==> config.mk <==
export PLATFORM = sky130hd
export DESIGN_NAME = uart_tx
export DESIGN_NICKNAME = d
export VERILOG_FILES = /design/src/rtl/uart_tx.sv
export SDC_FILE = /design/constraint.sdc
export NUM_CORES = 1
export LEC_CHECK = 0
export CAP_MARGIN = 20
export CORE_ASPECT_RATIO = 0.6
export CORE_UTILIZATION = 46
export CTS_BUF_LIST = sky130_fd_sc_hd__clkbuf_16
export DETAILED_ROUTE_END_ITERATION = 10
export GPL_ROUTABILITY_DRIVEN = 0
export HOLD_SLACK_MARGIN = 0.08
export PLACE_DENSITY = 0.63
export SLEW_MARGIN = 0
export SYNTH_ARGS = -nofsm -noshare
export SYNTH_HDL_FRONTEND = slang
export SYNTH_SLANG_ARGS = --single-unit
export TNS_END_PERCENT = 1
==> constraint.sdc <==
create_clock -name osc_clk -period 2.55 [get_ports osc_clk]
set_clock_uncertainty 0.2 [all_clocks]
set_input_delay 0.51 -clock osc_clk [delete_from_list [all_inputs] [get_ports osc_clk]]
set_output_delay 0.51 -clock osc_clk [all_outputs]
set_load 0.005 [all_outputs]
==> src/rtl/uart_tx.sv <==
// uart_tx -- byte-serial asynchronous UART transmitter.
//
// Frame: start bit (0), 8 data bits LSB first, optional even parity bit,
// one stop bit (1). Each bit lasts CLK_DIV cycles of osc_clk.
//
// Optional feature macro: UART_TX_PARITY_EN
//   defined   -> even parity bit after data bit 7 (11-bit frame)
//   undefined -> no parity state/logic (10-bit frame)
//
// Ports:
//   osc_clk   in   sole clock, rising edge
//   nrst      in   asynchronous active-low reset
//   tx_data   in   [7:0] byte to send, sampled on the accept edge
//   tx_valid  in   tx_data is valid
//   tx_ready  out  block can accept a byte (registered)
//   txd       out  serial line, idle high (registered)
//   busy      out  frame in progress (registered)
module uart_tx #(
    parameter int CLK_DIV = 521
) (
    input  logic       osc_clk,
    input  logic       nrst,
    input  logic [7:0] tx_data,
    input  logic       tx_valid,
    output logic       tx_ready,
    output logic       txd,
    output logic       busy
);

    localparam logic [15:0] RELOAD = 16'(CLK_DIV - 1);

    typedef enum logic [2:0] {
        ST_IDLE   = 3'd0,
        ST_START  = 3'd1,
        ST_DATA   = 3'd2,
`ifdef UART_TX_PARITY_EN
        ST_PARITY = 3'd3,
`endif
        ST_STOP   = 3'd4
    } state_t;

`ifdef UART_TX_PARITY_EN
    // Even parity: the bit that makes the total count of ones even.
    function automatic logic even_parity(input logic [7:0] d);
        return ^d;
    endfunction
`endif

    state_t      state_r, state_s;
    logic [15:0] cnt_r, cnt_s;
    logic [2:0]  bit_idx_r, bit_idx_s;
    logic [7:0]  shift_r, shift_s;
    logic        txd_r, txd_s;
    logic        ready_r, ready_s;
    logic        busy_r, busy_s;
`ifdef UART_TX_PARITY_EN
    logic        parity_r, parity_s;
`endif

    // State and output registers; reset parks the line high and abandons any frame.
    always_ff @(posedge osc_clk or negedge nrst) begin
        if (!nrst) begin
            state_r   <= ST_IDLE;
            cnt_r     <= 16'd0;
            bit_idx_r <= 3'd0;
            shift_r   <= 8'd0;
            txd_r     <= 1'b1;
            ready_r   <= 1'b0;
            busy_r    <= 1'b0;
`ifdef UART_TX_PARITY_EN
            parity_r  <= 1'b0;
`endif
        end else begin
            state_r   <= state_s;
            cnt_r     <= cnt_s;
            bit_idx_r <= bit_idx_s;
            shift_r   <= shift_s;
            txd_r     <= txd_s;
            ready_r   <= ready_s;
            busy_r    <= busy_s;
`ifdef UART_TX_PARITY_EN
            parity_r  <= parity_s;
`endif
        end
    end

    // Next-state logic. txd_s is the line value for the state being entered,
    // so the registered txd changes on the same edge as the state.
    always_comb begin
        state_s   = state_r;
        cnt_s     = cnt_r;
        bit_idx_s = bit_idx_r;
        shift_s   = shift_r;
        txd_s     = txd_r;
        ready_s   = ready_r;
        busy_s    = busy_r;
`ifdef UART_TX_PARITY_EN
        parity_s  = parity_r;
`endif
        case (state_r)
            ST_IDLE: begin
                txd_s   = 1'b1;
                ready_s = 1'b1;
                busy_s  = 1'b0;
                // ready_r (not ready_s) gates accept: first edge after reset only raises ready.
                if (tx_valid && ready_r) begin
                    shift_s   = tx_data;
                    state_s   = ST_START;
                    cnt_s     = RELOAD;
                    bit_idx_s = 3'd0;
                    txd_s     = 1'b0;
                    ready_s   = 1'b0;
                    busy_s    = 1'b1;
`ifdef UART_TX_PARITY_EN
                    parity_s  = even_parity(tx_data);
`endif
                end else begin
                    state_s = ST_IDLE;
                end
            end
            ST_START: begin
                if (cnt_r != 16'd0) begin
                    cnt_s = cnt_r - 16'd1;
                end else begin
                    state_s   = ST_DATA;
                    cnt_s     = RELOAD;
                    bit_idx_s = 3'd0;
                    txd_s     = shift_r[0];
                end
            end
            ST_DATA: begin
                if (cnt_r != 16'd0) begin
                    cnt_s = cnt_r - 16'd1;
                end else if (bit_idx_r == 3'd7) begin
                    cnt_s = RELOAD;
`ifdef UART_TX_PARITY_EN
                    state_s = ST_PARITY;
                    txd_s   = parity_r;
`else
                    state_s = ST_STOP;
                    txd_s   = 1'b1;
`endif
                end else begin
                    cnt_s     = RELOAD;
                    bit_idx_s = bit_idx_r + 3'd1;
                    shift_s   = shift_r >> 1;
                    txd_s     = shift_r[1];
                end
            end
`ifdef UART_TX_PARITY_EN
            ST_PARITY: begin
                if (cnt_r != 16'd0) begin
                    cnt_s = cnt_r - 16'd1;
                end else begin
                    state_s = ST_STOP;
                    cnt_s   = RELOAD;
                    txd_s   = 1'b1;
                end
            end
`endif
            ST_STOP: begin
                if (cnt_r != 16'd0) begin
                    cnt_s = cnt_r - 16'd1;
                end else begin
                    state_s = ST_IDLE;
                    cnt_s   = 16'd0;
                    txd_s   = 1'b1;
                    ready_s = 1'b1;
                    busy_s  = 1'b0;
                end
            end
            default: begin
                state_s = ST_IDLE;
                cnt_s   = 16'd0;
                txd_s   = 1'b1;
                ready_s = 1'b0;
                busy_s  = 1'b0;
            end
        endcase
    end

    assign tx_ready = ready_r;
    assign txd      = txd_r;
    assign busy     = busy_r;

endmodule

==> impl_results.html <==
<table>
<tr><th>Metric</th><th>Value</th></tr>
<tr><th colspan="2">GRT</th></tr>
<tr><td>Global-route wire length before repair</td><td>7070 µm</td></tr>
<tr><td>Via count of the first global-routing pass</td><td>1,418</td></tr>
<tr><td>Largest net degree at the start of global routing</td><td>34</td></tr>
<tr><td>Routing usage on met2</td><td>29.5%</td></tr>
<tr><td>Global-route met3 utilization</td><td>5.71%</td></tr>
<tr><td>Number of antenna violations at the first check in global routing</td><td>0</td></tr>
<tr><td>Grt ovf</td><td>0</td></tr>
<tr><td>All-layer global routing usage</td><td>22.1%</td></tr>
<tr><td>Met1 track utilization from global routing</td><td>32.3%</td></tr>
<tr><td>Most congested layer reported by global routing</td><td>met1</td></tr>
<tr><th colspan="2">Critical path</th></tr>
<tr><td>Startpoint Class</td><td>flop</td></tr>
<tr><td>RR Endpoint</td><td>cnt_r[10]$_DFFE_PN0N_</td></tr>
<tr><td>CP cell instances</td><td>inv_1 &gt; ha_1 &gt; nor3b_1 &gt; nand4_4 &gt; o21ai_2 &gt; and2_1 &gt; nor2_1</td></tr>
<tr><td>Maximum single-stage delay on the critical path</td><td>0.41 ns</td></tr>
<tr><td>Slowest CP cell</td><td>sky130_fd_sc_hd__nor3b_1</td></tr>
<tr><td>Peak fanout along the critical path</td><td>10</td></tr>
<tr><td>Endpoint of the worst setup timing path</td><td>cnt_r[10]$_DFFE_PN0N_</td></tr>
<tr><td>Arrival time of the worst setup path</td><td>2.27 ns</td></tr>
<tr><td>Logic depth of the worst register-to-register path</td><td>7</td></tr>
<tr><td>Kind of end point of the critical path</td><td>flop</td></tr>
<tr><td>Critical Path RT</td><td>2.49 ns</td></tr>
<tr><td>Minimum setup slack among reg-to-reg paths</td><td>0.22 ns</td></tr>
<tr><td>Worst flop-to-flop path startpoint</td><td>cnt_r[0]$_DFFE_PN0N_</td></tr>
<tr><td>Critical path class</td><td>reg -&gt; reg</td></tr>
<tr><td>Worst setup path startpoint</td><td>cnt_r[0]$_DFFE_PN0N_</td></tr>
<tr><th colspan="2">CTS</th></tr>
<tr><td>CTS Sinks</td><td>33</td></tr>
<tr><td>Clock-pin slew reported for the worst setup and hold paths after clock tree synthesis</td><td>0.05 ns</td></tr>
<tr><td>CTS tree</td><td>done</td></tr>
<tr><td>H-tree depth</td><td>2</td></tr>
<tr><td>Post-cts resize count</td><td>0</td></tr>
<tr><td>Number of buffers added to fix hold violations after cts</td><td>0</td></tr>
<tr><td>Number of post-CTS setup repair buffers</td><td>0</td></tr>
<tr><td>Root Buffer Master</td><td>sky130_fd_sc_hd__clkbuf_16</td></tr>
<tr><td>Deepest clock path buffer count</td><td>2</td></tr>
<tr><td>Latest clock arrival within the worst-skew pair</td><td>0.28 ns</td></tr>
<tr><td>Number of buffers created by CTS</td><td>5</td></tr>
<tr><th colspan="2">Placed design</th></tr>
<tr><td>Worst setup slack before clock tree synthesis</td><td>-0.00258 ns</td></tr>
<tr><td>Port Buf Inserts</td><td>13</td></tr>
<tr><td>Half-perimeter wire length after detailed placement</td><td>3060 µm</td></tr>
<tr><td>Instance count after placement with tap cells included</td><td>246</td></tr>
<tr><th colspan="2">Die</th></tr>
<tr><td>Rows</td><td>17</td></tr>
<tr><td>Die area</td><td>0.00439 mm²</td></tr>
<tr><td>I/O Pins</td><td>14</td></tr>
<tr><td>Floorplan die width</td><td>84.9 µm</td></tr>
<tr><td>Die outline height</td><td>51.7 µm</td></tr>
<tr><td>Starting utilization of the core area</td><td>49.8%</td></tr>
<tr><td>Placeable core region</td><td>0.00381 mm²</td></tr>
<tr><th colspan="2">Pwr</th></tr>
<tr><td>Leakage power figure</td><td>0.000938 µW</td></tr>
<tr><td>Power density over the cells</td><td>1130 mW/mm²</td></tr>
<tr><td>Worst IR drop on VDD</td><td>0.466 mV</td></tr>
<tr><th colspan="2">STA</th></tr>
<tr><td>Worst Max-Slew Pin Slew</td><td>0.735 ns</td></tr>
<tr><td>Worst rel slew slack</td><td>50.9%</td></tr>
<tr><td>Smallest setup slack after layout</td><td>0.223 ns</td></tr>
<tr><td>Hold Vio Cnt, Final</td><td>0</td></tr>
<tr><td>Share of the cycle needed by the critical path after routing</td><td>91.3%</td></tr>
<tr><td>Final slew viol count</td><td>0</td></tr>
<tr><td>Hold_ws</td><td>0.276 ns</td></tr>
<tr><td>Final total negative setup slack</td><td>0 ns</td></tr>
<tr><td>Unrepaired setup endpoints after global routing</td><td>false</td></tr>
<tr><td>Setup Viol. Count Final</td><td>0</td></tr>
<tr><td>Final critical-path required period</td><td>2.33 ns</td></tr>
<tr><td>Fmax</td><td>0.430 GHz</td></tr>
<tr><th colspan="2">Layout</th></tr>
<tr><td>Layout-stage area growth over the synthesis result</td><td>18.0%</td></tr>
<tr><td>Post-layout utilization of the core</td><td>58.7%</td></tr>
<tr><td>Share of cells above drive strength 1</td><td>16.4%</td></tr>
<tr><td>Final Net Count</td><td>221</td></tr>
<tr><td>Number of fill cells</td><td>326</td></tr>
<tr><td>ANT cells</td><td>0</td></tr>
<tr><td>Non-filler cells, final</td><td>254</td></tr>
<tr><th colspan="2">Drt</th></tr>
<tr><td>Wirelength, routed</td><td>4110 µm</td></tr>
<tr><td>Number of design rule violations left after detail routing</td><td>0</td></tr>
<tr><td>Via total after detailed routing</td><td>1,428</td></tr>
<tr><td>DRT antenna net count</td><td>0</td></tr>
<tr><td>Per-cell via count in the routed design</td><td>5.62</td></tr>
<tr><td>DR iter-0 viols</td><td>84</td></tr>
<tr><td>First-pass DRT Iterations</td><td>4</td></tr>
<tr><td>Routed wirelength normalized by instance count</td><td>16.2 µm</td></tr>
<tr><th colspan="2">Yosys</th></tr>
<tr><td>Area contributors post-synth</td><td>sky130_fd_sc_hd__dfrtp_1, sky130_fd_sc_hd__mux2i_1, sky130_fd_sc_hd__nor2_1</td></tr>
<tr><td>Most instantiated library cell after synthesis</td><td>sky130_fd_sc_hd__dfrtp_1</td></tr>
<tr><td>Top post-synthesis cells by count</td><td>sky130_fd_sc_hd__dfrtp_1, sky130_fd_sc_hd__nor2_1, sky130_fd_sc_hd__nand2_1, sky130_fd_sc_hd__mux2i_1, sky130_fd_sc_hd__o21ai_1</td></tr>
<tr><td>Synth Area per Inst</td><td>10.2 µm²</td></tr>
<tr><td>Fraction of post-synthesis cell area in the top cell type by area</td><td>42.2%</td></tr>
<tr><td>EDFF count, synth</td><td>0</td></tr>
<tr><td>Dominant register cell in the synthesized netlist</td><td>sky130_fd_sc_hd__dfrtp_1</td></tr>
<tr><td>Number of warning messages in the yosys log</td><td>0</td></tr>
<tr><td>Syn Nets</td><td>201</td></tr>
<tr><td>Sequential element share of the synthesized area</td><td>43.6%</td></tr>
<tr><td>Number of register bits inferred by synthesis</td><td>33</td></tr>
<tr><td>Async SR Flop Fraction</td><td>100%</td></tr>
<tr><td>Library cell with the largest summed area after synthesis</td><td>sky130_fd_sc_hd__dfrtp_1</td></tr>
<tr><td>Synthesized cell area</td><td>0.00190 mm²</td></tr>
<tr><td>Count of distinct cell types in the synthesized netlist</td><td>53</td></tr>
<tr><td>Cell count after synthesis</td><td>186</td></tr>
<tr><th colspan="2">Outcome</th></tr>
<tr><td>Result of the run</td><td>complete, no violations</td></tr>
<tr><th colspan="2">Run</th></tr>
<tr><td>Max cap viols</td><td>0</td></tr>
<tr><th colspan="2">Hold path</th></tr>
<tr><td>Type of the worst min-delay path</td><td>reg -&gt; reg</td></tr>
</table>
-- cell families (layout without fill, tap and decap cells) --
kind of cell / Yosys count / in the layout / synth area share (%)
XOR/XNOR: 11 / 11 / 5.08
flip-flops: 33 / 33 / 43.6
adder cells (fa/ha/maj): 4 / 4 / 2.64
AO/OA/AOI/OAI: 42 / 42 / 15.8
buffers and inverters: 15 / 36 / 3.83
multiplexers: 10 / 10 / 5.35
AND/OR/NAND/NOR: 71 / 71 / 23.6
-- routing by layer --
layer | routed length (µm) | vias to the layer above
met4 | 62 | 0
met1 | 2260 | 688
met5 | 0 | -
met3 | 172 | 5
li1 | - | 705
met2 | 1610 | 30
-- state kept, by name (all words and copies together) (netlist names) --
signal	count
txd	1
cnt_r	16
state_r	3
shift_r	8
busy	1
tx_ready	1
bit_idx_r	3
-- worst min path at each step --
stage / cells past startpoint / to / start / slack (ns)
after floorplan: 0 / bit_idx_r[0]$_DFFE_PN0P_ / nrst / 0.01
after detailed placement: 2 / shift_r[4]$_DFFE_PN0P_ / shift_r[4]$_DFFE_PN0P_ / 0.27
after global routing: 2 / shift_r[4]$_DFFE_PN0P_ / shift_r[4]$_DFFE_PN0P_ / 0.29
final: 2 / shift_r[4]$_DFFE_PN0P_ / shift_r[4]$_DFFE_PN0P_ / 0.28
after CTS: 2 / shift_r[4]$_DFFE_PN0P_ / shift_r[4]$_DFFE_PN0P_ / 0.28
after global placement: 2 / shift_r[5]$_DFFE_PN0P_ / shift_r[5]$_DFFE_PN0P_ / 0.26
-- per-stage QoR --
stage                     instance area (µm²)  power (µW)
after detailed placement                 2100        1960
after global routing                     2240        2720
after floorplan                          1900        1670
after global placement                   2100        1910
after CTS                                2240        2540
final                                    2240        2530
-- final cells by class --
cell class	instances	area [µm²]	area share, %
clock inverters	3	12.5	0.560
well taps	47	58.8	2.63
inverters	7	26.3	1.18
clock buffers	5	125	5.60
repair buffers	21	190	8.51
flip-flops and latches	33	827	37.0
multi-input cells	138	996	44.5
-- critical path, delay by kind of cell (launching register included) --
family                   cells  cell delay (ns)
AND/OR/NAND/NOR              4             1.14
flip-flops                   1             0.40
AO/OA/AOI/OAI                1             0.20
adder cells (fa/ha/maj)      1             0.16
buffers and inverters        1             0.09
-- power breakdown --
part	switching, µW	internal [µW]
logic	507	464
registers	249	743
clock network	215	352
total	972	1560
-- layout by cell type, fill, tap and decap left out, drive strengths merged, types with 2 or more instances in the layout --
cell and count:
o2bb2ai 3, nand2 16, or2 2, nor3b 2, ha 4, xor2 5
buf 8, nor4 8, xnor2 6, and2 3, a21oi 8, nand3 4
nor3 3, dfrtp 32, o211ai 2, clkdlybuf4s50 13, inv 9, o31ai 3
nor2 20, o21ai 17, mux2i 9, clkbuf 5, or3 4, nand4 2
No activity file was read; power rests on OpenSTA's default activity.
